<file path="config.mk">
export PLATFORM = sky130hd
export DESIGN_NAME = hack_wb_loader
export DESIGN_NICKNAME = d
export VERILOG_FILES = /design/src/rtl/hack_wb_loader.sv
export SDC_FILE = /design/constraint.sdc
export NUM_CORES = 1
export LEC_CHECK = 0
export ABC_AREA = 1
export BUFFER_PORTS_ARGS = -buffer_cell sky130_fd_sc_hd__buf_2
export CAP_MARGIN = 20
export CORE_MARGIN = 5
export CORE_UTILIZATION = 40
export DETAILED_ROUTE_END_ITERATION = 7
export MAX_ROUTING_LAYER = met4
export PLACE_DENSITY = 0.67
export SYNTH_ARGS = -nofsm -noshare
export SYNTH_HDL_FRONTEND = slang
export SYNTH_SLANG_ARGS = --single-unit
</file>
<file path="constraint.sdc">
create_clock -name wb_clk_i -period 4.8 [get_ports wb_clk_i]
set_input_delay 0.24 -clock wb_clk_i [delete_from_list [all_inputs] [get_ports wb_clk_i]]
set_output_delay 0.24 -clock wb_clk_i [all_outputs]
set_load 0.1 [all_outputs]
</file>
<file path="src/rtl/hack_wb_loader.sv">
// Wishbone register block that holds the Hack SoC in reset and streams 16-bit words into its ROM
// through a small FIFO. Define WB_LOADER_READBACK_EN to add the RDATA readback register.
module hack_wb_loader #(
    parameter logic [31:0] BASE_ADDR  = 32'h3000_0000,
    parameter int unsigned FIFO_DEPTH = 4,
    parameter int unsigned ADDR_W     = 15
) (
    input  logic              wb_clk_i,
    input  logic              wb_rst_n_i,
    input  logic              wbs_cyc_i,
    input  logic              wbs_stb_i,
    input  logic              wbs_we_i,
    input  logic [3:0]        wbs_sel_i,
    input  logic [31:0]       wbs_adr_i,
    input  logic [31:0]       wbs_dat_i,
    output logic [31:0]       wbs_dat_o,
    output logic              wbs_ack_o,
    output logic              soc_reset_o,
    output logic              load_mode_o,
`ifdef WB_LOADER_READBACK_EN
    input  logic [15:0]       rb_data_i,
`endif
    output logic              ld_valid_o,
    output logic [ADDR_W-1:0] ld_addr_o,
    output logic [15:0]       ld_data_o,
    input  logic              ld_ready_i
);

    localparam int unsigned PTR_W = (FIFO_DEPTH > 1) ? $clog2(FIFO_DEPTH) : 1;
    localparam int unsigned CNT_W = $clog2(FIFO_DEPTH + 1);
    localparam int unsigned ENT_W = ADDR_W + 16;

    logic              ack_q, ack_d;
    logic [31:0]       rdata_q, rdata_d;
    logic [1:0]        ctrl_q, ctrl_d;
    logic [ADDR_W-1:0] addr_q, addr_d;
    logic              ovf_q, ovf_d;
    logic [PTR_W-1:0]  wr_ptr_q, wr_ptr_d, rd_ptr_q, rd_ptr_d;
    logic [CNT_W-1:0]  count_q, count_d;
    logic              ld_valid_q, ld_valid_d;
    logic [ADDR_W-1:0] ld_addr_q, ld_addr_d;
    logic [15:0]       ld_data_q, ld_data_d;
    logic [ENT_W-1:0]  mem_q [FIFO_DEPTH];

    logic              hit_main, hit_rb, req, data_wr, push_ok, stall, push, pop, full, empty;
    logic              flush;
    logic [1:0]        reg_idx;
    logic [ENT_W-1:0]  push_entry, head_entry;
    logic [31:0]       status, count_ext;
    logic              unused_bits;

    assign hit_main = (wbs_adr_i[31:4] == BASE_ADDR[31:4]);
`ifdef WB_LOADER_READBACK_EN
    localparam logic [31:0] RbAddr = BASE_ADDR + 32'h10;
    assign hit_rb = (wbs_adr_i[31:2] == RbAddr[31:2]);
`else
    assign hit_rb = 1'b0;
`endif
    assign reg_idx = wbs_adr_i[3:2];
    assign req     = wbs_cyc_i & wbs_stb_i & (hit_main | hit_rb) & ~ack_q;

    assign pop     = ld_valid_q & ld_ready_i;
    assign full    = (count_q == CNT_W'(FIFO_DEPTH));
    assign empty   = (count_q == '0);
    assign data_wr = req & hit_main & wbs_we_i & (reg_idx == 2'd3);
    assign push_ok = data_wr & (wbs_sel_i[1:0] == 2'b11) & ctrl_q[1];
    // A full FIFO only blocks the push if the head is not leaving on this same edge.
    assign stall   = push_ok & full & ~pop;
    assign push    = push_ok & ~stall;
    assign ack_d   = req & ~stall;

    assign push_entry = {addr_q, wbs_dat_i[15:0]};
    assign count_ext  = 32'(count_q);

    always_comb begin
        status    = '0;
        status[3:0] = count_ext[3:0];
        status[4] = full;
        status[5] = empty;
        status[6] = ~empty | ld_valid_q;
        status[7] = ovf_q;
    end

    // Register file: writes and read capture happen on the edge that raises ack.
    always_comb begin
        ctrl_d  = ctrl_q;
        addr_d  = addr_q;
        ovf_d   = ovf_q;
        rdata_d = '0;
        if (ack_d) begin
            if (hit_main) begin
                case (reg_idx)
                    2'd0: begin
                        if (wbs_we_i && wbs_sel_i[0]) ctrl_d = wbs_dat_i[1:0];
                        if (!wbs_we_i) rdata_d = {30'h0, ctrl_q};
                    end
                    2'd1: begin
                        if (wbs_we_i && wbs_sel_i[0] && wbs_dat_i[7]) ovf_d = 1'b0;
                        if (!wbs_we_i) rdata_d = status;
                    end
                    2'd2: begin
                        if (wbs_we_i && (wbs_sel_i[1:0] == 2'b11)) begin
                            addr_d = wbs_dat_i[ADDR_W-1:0];
                        end
                        if (!wbs_we_i) rdata_d = 32'(addr_q);
                    end
                    default: begin
                        if (wbs_we_i && !ctrl_q[1]) ovf_d = 1'b1;
                        if (push) addr_d = addr_q + ADDR_W'(1);
                    end
                endcase
            end
`ifdef WB_LOADER_READBACK_EN
            else if (hit_rb && !wbs_we_i) begin
                rdata_d = {16'h0, rb_data_i};
            end
`endif
        end
    end

    // Leaving load mode empties the FIFO on the same edge that clears CTRL[1].
    assign flush = ~ctrl_d[1];

    always_comb begin
        wr_ptr_d   = wr_ptr_q;
        rd_ptr_d   = rd_ptr_q;
        count_d    = count_q;
        ld_valid_d = ld_valid_q;
        ld_addr_d  = ld_addr_q;
        ld_data_d  = ld_data_q;
        head_entry = '0;
        if (flush) begin
            wr_ptr_d   = '0;
            rd_ptr_d   = '0;
            count_d    = '0;
            ld_valid_d = 1'b0;
        end else begin
            if (push) wr_ptr_d = wr_ptr_q + PTR_W'(1);
            if (pop)  rd_ptr_d = rd_ptr_q + PTR_W'(1);
            count_d    = count_q + CNT_W'(push) - CNT_W'(pop);
            ld_valid_d = (count_d != '0);
            // New head comes from the incoming word when nothing older remains in the FIFO.
            if ((count_q == '0) || ((count_q == CNT_W'(1)) && pop)) begin
                head_entry = push_entry;
            end else begin
                head_entry = mem_q[rd_ptr_d];
            end
            if ((count_d != '0) && (pop || !ld_valid_q)) begin
                ld_addr_d = head_entry[ENT_W-1:16];
                ld_data_d = head_entry[15:0];
            end
        end
    end

    always_ff @(posedge wb_clk_i or negedge wb_rst_n_i) begin
        if (!wb_rst_n_i) begin
            ack_q      <= 1'b0;
            rdata_q    <= '0;
            ctrl_q     <= 2'b01;
            addr_q     <= '0;
            ovf_q      <= 1'b0;
            wr_ptr_q   <= '0;
            rd_ptr_q   <= '0;
            count_q    <= '0;
            ld_valid_q <= 1'b0;
            ld_addr_q  <= '0;
            ld_data_q  <= '0;
        end else begin
            ack_q      <= ack_d;
            rdata_q    <= rdata_d;
            ctrl_q     <= ctrl_d;
            addr_q     <= addr_d;
            ovf_q      <= ovf_d;
            wr_ptr_q   <= wr_ptr_d;
            rd_ptr_q   <= rd_ptr_d;
            count_q    <= count_d;
            ld_valid_q <= ld_valid_d;
            ld_addr_q  <= ld_addr_d;
            ld_data_q  <= ld_data_d;
        end
    end

    always_ff @(posedge wb_clk_i) begin
        if (push) mem_q[wr_ptr_q] <= push_entry;
    end

    assign wbs_ack_o   = ack_q;
    assign wbs_dat_o   = rdata_q;
    assign soc_reset_o = ctrl_q[0];
    assign load_mode_o = ctrl_q[1];
    assign ld_valid_o  = ld_valid_q;
    assign ld_data_o   = ld_data_q;
`ifdef WB_LOADER_READBACK_EN
    assign ld_addr_o   = ld_valid_q ? ld_addr_q : addr_q;
`else
    assign ld_addr_o   = ld_addr_q;
`endif

    assign unused_bits = ^{wbs_sel_i[3:2], wbs_dat_i[31:16], wbs_adr_i[1:0]};

endmodule
</file>
== Word level (Yosys, flattened, before mapping) ==
Memory sizes are Yosys's and may differ from the RTL's.
Index checks and enable logic that the tools add are counted.
Operators by class
  add/sub/neg operators: 5
  multipliers: 0
  div/mod/pow operators: 0
  $lt $le $gt $ge: 0
  eq/ne operators: 10
  shifts and indexed selects: 0
  multiplexer cells: 26
  bitwise operators: 20
  reduce and logical (&&, ||, !) cells: 21
Operators by type and width (count)
  2-to-1 mux 15 bit: 4
  case mux 15 bit (3 select lines): 1
  2-to-1 mux 32 bit: 1
  2-to-1 mux 31 bit: 1
  case mux 15 bit (2 select lines): 1
  == test 28 x 26 -> 1 bit, second input constant: 1
  2-to-1 mux 2 bit: 10
  adder 15 x 1 -> 15 bit, second input constant: 1
  AND 1 bit: 13
  AND reduction 5 bit: 2
  2-to-1 mux 8 bit: 1
  == test 2 bit, second input constant: 3
  logical AND 1 bit: 6
  inverter 1 bit: 6
  2-to-1 mux 1 bit: 5
  adder 2 x 1 -> 2 bit, second input constant: 2
  inequality test 2 bit, second input constant: 2
  AND reduction 4 bit: 1
  nonzero test 2 bit: 2
  OR reduction 2 bit: 2
  adder 3 x 1 -> 3 bit: 1
  == test 3 x 1 -> 1 bit, second input constant: 1
  == test 3 bit, second input constant: 1
  logical NOT 3 bit: 1
  11 further kinds: 13
Word-level totals
  register bits after elaboration: 90
  latch bits: 0
  RAM bits: 124
  ROM bits: 0
  input port bits: 74
  memories kept: 1
Memories
  mem_q: words 4, bits a word 31, rd ports 1, clocked after memory_dff 0, write ports 1, RTL line 43  | logic [ENT_W-1:0] mem_q [FIFO_DEPTH];

== Depth between registers and ports, before layout ==
  depth in word-level cells: 17
  gate-level depth with buffers: 17

== Least setup slack after synthesis ==
OpenSTA, ideal clock, no wires.
  kind: reg2reg
  start: reg ld_valid_q, in the netlist ld_valid_o
  end: reg ld_addr_q[0], in the netlist ld_addr_o[0]
  setup time: 67 ps
  arrival: 3382 ps
  slack: 1351 ps
  stages on the path, launching flop included: 16
  buffers on the path: 1
  path through: dfrtp_1 > nand2_2 > nand4_1 > inv_1 > nor2_2 > nand3_4 > ha_1 > inv_1 > ha_1 > inv_1 > fa_1 > xor2_1 > a31oi_4 > clkbuf_1 > nand4_1 > nand2_1
Between the ends
  word-level cells in the longest chain between the ends: 10
  elaborated cells between the ends (all ways): 20
  those cells by class: add/sub: 2; mux: 4; bitwise: 6; reduce/logical: 7; memory: 1
RTL lines
  start, declared: RTL line 40  | logic ld_valid_q, ld_valid_d;
  start signal, assigned: RTL line 177  | ld_valid_q <= ld_valid_d;
  AND 1 bit: RTL line 62  | assign pop = ld_valid_q & ld_ready_i;
  inverter 1 bit: RTL line 68  | assign stall = push_ok & full & ~pop;
  AND 1 bit: RTL line 68
  inverter 1 bit: RTL line 69, 70
  AND 1 bit: RTL line 69  | assign push = push_ok & ~stall;
  adder 3 x 1 -> 3 bit: RTL line 140  | count_d = count_q + CNT_W'(push) - CNT_W'(pop);
  subtractor 3 x 1 -> 3 bit: RTL line 140
  nonzero test 3 bit: RTL line 148  | if ((count_d != '0) && (pop || !ld_valid_q)) begin
  logical AND 1 bit: RTL line 148
  AND reduction 2 bit (no line)
  end signal, assigned: RTL line 178  | ld_addr_q <= ld_addr_d;
  end, declared: RTL line 41  | logic [ADDR_W-1:0] ld_addr_q, ld_addr_d;
Several ways; a longest one is shown, not always the timed one. The select of a mux whose other input is x is not followed.
A chain may end at the register's enable or synchronous reset.

== Final worst setup path ==
  start: reg count_q[0]
  end: reg ld_addr_q[14], in the netlist ld_addr_o[14]
Between the ends
  word-level cells in the longest chain between the ends: 10
  elaborated cells between the ends (all ways): 17
  those cells by class: add/sub: 2; eq/ne: 2; mux: 2; bitwise: 5; reduce/logical: 6
RTL lines
  start, declared: RTL line 39  | logic [CNT_W-1:0] count_q, count_d;
  start signal, assigned: RTL line 176  | count_q <= count_d;
  == test 3 bit: RTL line 63  | assign full = (count_q == CNT_W'(FIFO_DEPTH));
  AND 1 bit (2 in a row): RTL line 68
  inverter 1 bit: RTL line 69, 70
  AND 1 bit: RTL line 69
  adder 3 x 1 -> 3 bit: RTL line 140
  subtractor 3 x 1 -> 3 bit: RTL line 140
  nonzero test 3 bit: RTL line 148
  logical AND 1 bit: RTL line 148
  AND reduction 2 bit (no line)
Several ways; a longest one is shown, not always the timed one.

==> out/summary.json <==
{
  "outcome": "finished clean",
  "dp_hpwl_mm": 15.5,
  "tritoncts_clock_tree": "done",
  "power.total_mw": 6.20,
  "startpoint": "count_q[0]",
  "global_route.usage.total_pct": 18.3,
  "synth-seq-area-share_pct": 56.6,
  "postRouteWirelength_mm": 24.3,
  "initial_antenna_violation_count": 2,
  "first_pass_iters": 5,
  "power_leakage_nw": 5.14,
  "synth-edff-count": 124,
  "layout.cells.non_filler": 1497,
  "placeableCoreArea_um2": 24200,
  "p_switching_mw": 2.92,
  "detail-route-antenna-nets": 0,
  "clk_pin_slew_worst_paths_ns": 0.08,
  "synthesis.area_per_instance_um2": 9.18,
  "worstHoldPathType": "in2reg",
  "cts_made_buffers": 17,
  "worst_ep_arrival_time_ns": 3.77,
  "clock_power_share_pct": 22.0,
  "synth_top_cells_by_area": "sky130_fd_sc_hd__edfxtp_1 (38%), sky130_fd_sc_hd__dfrtp_1 (18%), sky130_fd_sc_hd__nand2_1 (13%)",
  "clk-insertion-delay-late_ns": 0.44,
  "vdd.ir_drop.worst_mv": 0.361,
  "die_area_um2": 27700,
  "timing.max_slew.rel_slack_pct": 42.1,
  "timing.fmax_mhz": 295,
  "final-max-slew-violation-count": 0,
  "dieWidth_um": 167,
  "combinationalPowerShare_pct": 45.0,
  "placed_cells_incl_taps": 1461,
  "max_stage_delay_ns": 0.46,
  "initialDrtViolationCount": 629,
  "synth_largest_area_cell": "sky130_fd_sc_hd__edfxtp_1",
  "setup.worst_path.start_class": "register",
  "cts-htree-levels": 4,
  "drc_errors": 0,
  "rsz0062_at_grt": "no",
  "synthesized_instance_count": 1068,
  "timing_worst_setup_path_type": "reg2reg",
  "worstPathCellList": "inv_1, nand4_1, inv_1, nor2_2, nand3_4, ha_1, inv_1, ha_1, inv_1, fa_1, xor2_1, a31oi_4, buf_4, nand4_1, nand2_1",
  "fill_cells": 2300,
  "placement.io_buffers": 103,
  "net_sw_share_pct": 47.1,
  "cp_data_required_time_ns": 5.19,
  "min-delay-start": "wbs_dat_i[15]",
  "post-cts-setup-buffers": 0,
  "timing.final.setup_violations": 0,
  "power.sequential.fraction_pct": 32.9,
  "max-cap-violations": 0,
  "clock-sinks": 197,
  "clock_tree.buffer_depth": 2,
  "rr_startpoint": "count_q[0]",
  "post-synth-top-count-cell": "sky130_fd_sc_hd__nand2_1",
  "area_growth_syn_to_layout_pct": 13.5,
  "finClkSkew_ns": 0.0113,
  "synth_largest_type_area_fraction_pct": 38.0,
  "synth_cell_types": 42,
  "grt_pass1_vias": 7147,
  "synthArstFlopShare_pct": 37.1,
  "cp_dominant_cell_by_count": "sky130_fd_sc_hd__inv_1",
  "postSynthRegisterBits": 197,
  "place_congestion": 0.869,
  "timing.critical_path.buf_inv": 5,
  "power-per-cell-area_nw_per_um2": 557,
  "cell_internal_pwr_mw": 3.28,
  "drive_above_1_share_pct": 16.1,
  "pin_count_of_the_biggest_net_entering_global_routing": 74,
  "wl_per_cell_um": 16.2,
  "grt_pass1_wl_mm": 39.0,
  "grt.overflow.total": 0,
  "yosys_warnings": 0,
  "fin_setup_tns_ns": 0,
  "via_count": 7467,
  "final_nets": 1240,
  "floorplan.initialDensity_pct": 40.4,
  "die_height_um": 167,
  "finalCritPeriodShare_pct": 70.6,
  "ctsRootBufferMaster": "sky130_fd_sc_hd__clkbuf_16",
  "ys_dominant_reg_cell": "sky130_fd_sc_hd__edfxtp_1",
  "routed_via_density": 4.99,
  "max_slew.worst_pin.slew_ns": 0.867,
  "syn_area_um2": 9810,
  "critical_path.max_fanout": 28,
  "crit_path_top_delay_cell": "sky130_fd_sc_hd__dfrtp_1",
  "io-pin-count": 141,
  "endpoint_kind": "register",
  "synth_common_cells": "sky130_fd_sc_hd__nand2_1 (341), sky130_fd_sc_hd__edfxtp_1 (124), sky130_fd_sc_hd__inv_1 (121)",
  "hold_viol_final": 0,
  "crit_family": "adder cells",
  "core.rowCount": 57,
  "finalCriticalPeriod_ns": 3.39
}
final timing paths:
path                                  to  slack, ns  depth (start not counted)
hold / removal              mem_q[3][15]       0.04                          1
min in group asynchronous  ld_addr_o[12]       0.25                          2
hold reg to reg            ld_data_o[15]       0.47                          2
setup / recovery           ld_addr_o[14]       1.41                         15
setup reg to reg           ld_addr_o[14]       1.41                         15
max in group asynchronous      ctrl_q[0]       3.92                          3
worst reg2reg max path: stages (launching register included):
cell and delay [ns]:
sky130_fd_sc_hd__dfrtp_1 0.46, sky130_fd_sc_hd__inv_1 0.09, sky130_fd_sc_hd__nand4_1 0.19, sky130_fd_sc_hd__inv_1 0.08, sky130_fd_sc_hd__nor2_2 0.15, sky130_fd_sc_hd__nand3_4 0.17, sky130_fd_sc_hd__ha_1 0.33, sky130_fd_sc_hd__inv_1 0.06
sky130_fd_sc_hd__ha_1 0.14, sky130_fd_sc_hd__inv_1 0.05, sky130_fd_sc_hd__fa_1 0.37, sky130_fd_sc_hd__xor2_1 0.22, sky130_fd_sc_hd__a31oi_4 0.33, sky130_fd_sc_hd__buf_4 0.42, sky130_fd_sc_hd__nand4_1 0.18, sky130_fd_sc_hd__nand2_1 0.11
power groups by stage:
stage,combinational [mW],clock [mW],sequential [mW]
2_1_floorplan,1.31,0,3.01
3_5_place_dp,2.80,0,2.08
6_report,2.79,1.37,2.04
4_1_cts,2.81,1.39,2.04
3_3_place_gp,2.78,0,2.07
5_1_grt,3.05,1.47,2.07
kinds of logic (layout without fill, tap and decap cells):
family                   after synthesis  count (layout)  synth area share (%)
other                                  1              19                0.0382
buffers and inverters                190             277                  8.78
adder cells (fa/ha/maj)                8               8                  1.10
flip-flops                           197             197                  56.6
multiplexers                           9               9                 0.919
XOR/XNOR                               8               8                 0.714
AND/OR/NAND/NOR                      626             626                  29.8
AO/OA/AOI/OAI                         29              29                  2.02
sequential cells by signal (all words and copies together), names as in the netlist:
| signal | count |
|---|---|
| wbs_ack_o | 1 |
| count_q | 3 |
| ovf_q | 1 |
| ld_valid_o | 1 |
| ctrl_q | 2 |
| ld_addr_o | 15 |
| addr_q | 15 |
| wbs_dat_o | 15 |
| mem_q | 124 |
| wr_ptr_q | 2 |
| ld_data_o | 16 |
| rd_ptr_q | 2 |
per-stage QoR:
| stage | hold WS, ns | util [%] | cell area, µm² | setup WS [ns] |
|---|---|---|---|---|
| 6_report | 0.0431 | 45.9 | 11100 | 1.41 |
| 3_5_place_dp | 0.455 | 43.4 | 10500 | 1.36 |
| 4_1_cts | 0.0252 | 45.8 | 11100 | 1.38 |
| 5_1_grt | 0.0469 | 45.9 | 11100 | 1.06 |
| 2_1_floorplan | -0.0556 | - | 9870 | 1.35 |
| 3_3_place_gp | 0.450 | 43.4 | 10500 | 1.45 |
layer usage:
layer  vias up  global-route usage, %  share of wire, %
li1       3637                      -                 -
met1      3520                   24.0                45
met2       271                   28.8                46
met3        39                   3.37               6.7
met4         0                   6.51               2.1
met5         -                      -                 0
placed cells by master (no fill, tap or decap), drive strengths merged, types with 2 or more instances in the layout:
| cell type | Yosys | routed |
|---|---|---|
| nand2 | 348 | 348 |
| inv | 124 | 129 |
| edfxtp | 124 | 124 |
| buf | 48 | 119 |
| nand3 | 87 | 87 |
| nor2 | 73 | 73 |
| dfrtp | 72 | 72 |
| nand3b | 62 | 62 |
| nand4 | 39 | 39 |
| clkbuf | 17 | 19 |
| conb | 1 | 17 |
| nor3 | 16 | 16 |
| o21ai | 15 | 15 |
| mux2i | 9 | 9 |
| xor2 | 8 | 8 |
| ha | 7 | 7 |
| a21oi | 6 | 6 |
| clkinvlp | 0 | 5 |
| clkinv | 1 | 3 |
| diode | 0 | 2 |
| a22oi | 2 | 2 |
| a31oi | 2 | 2 |
repair_timing:
| action | CTS | global route |
|---|---|---|
| hold endpoints to repair | 17 | 0 |
| hold buffers | 1 | 0 |
| gates resized for setup | 0 | 0 |
layout make-up:
cell class | count | area, µm² | area share [%]
Antenna cell | 2 | 5.00 | 0.0450
Clock buffer | 19 | 433 | 3.89
Clock inverter | 13 | 124 | 1.11
Inverter | 125 | 469 | 4.21
Multi-Input combinational cell | 697 | 3480 | 31.2
Sequential cell | 197 | 5550 | 49.9
Tap cell | 324 | 405 | 3.64
Timing Repair Buffer | 120 | 668 | 6.00
No activity file was read; power rests on OpenSTA's default activity.
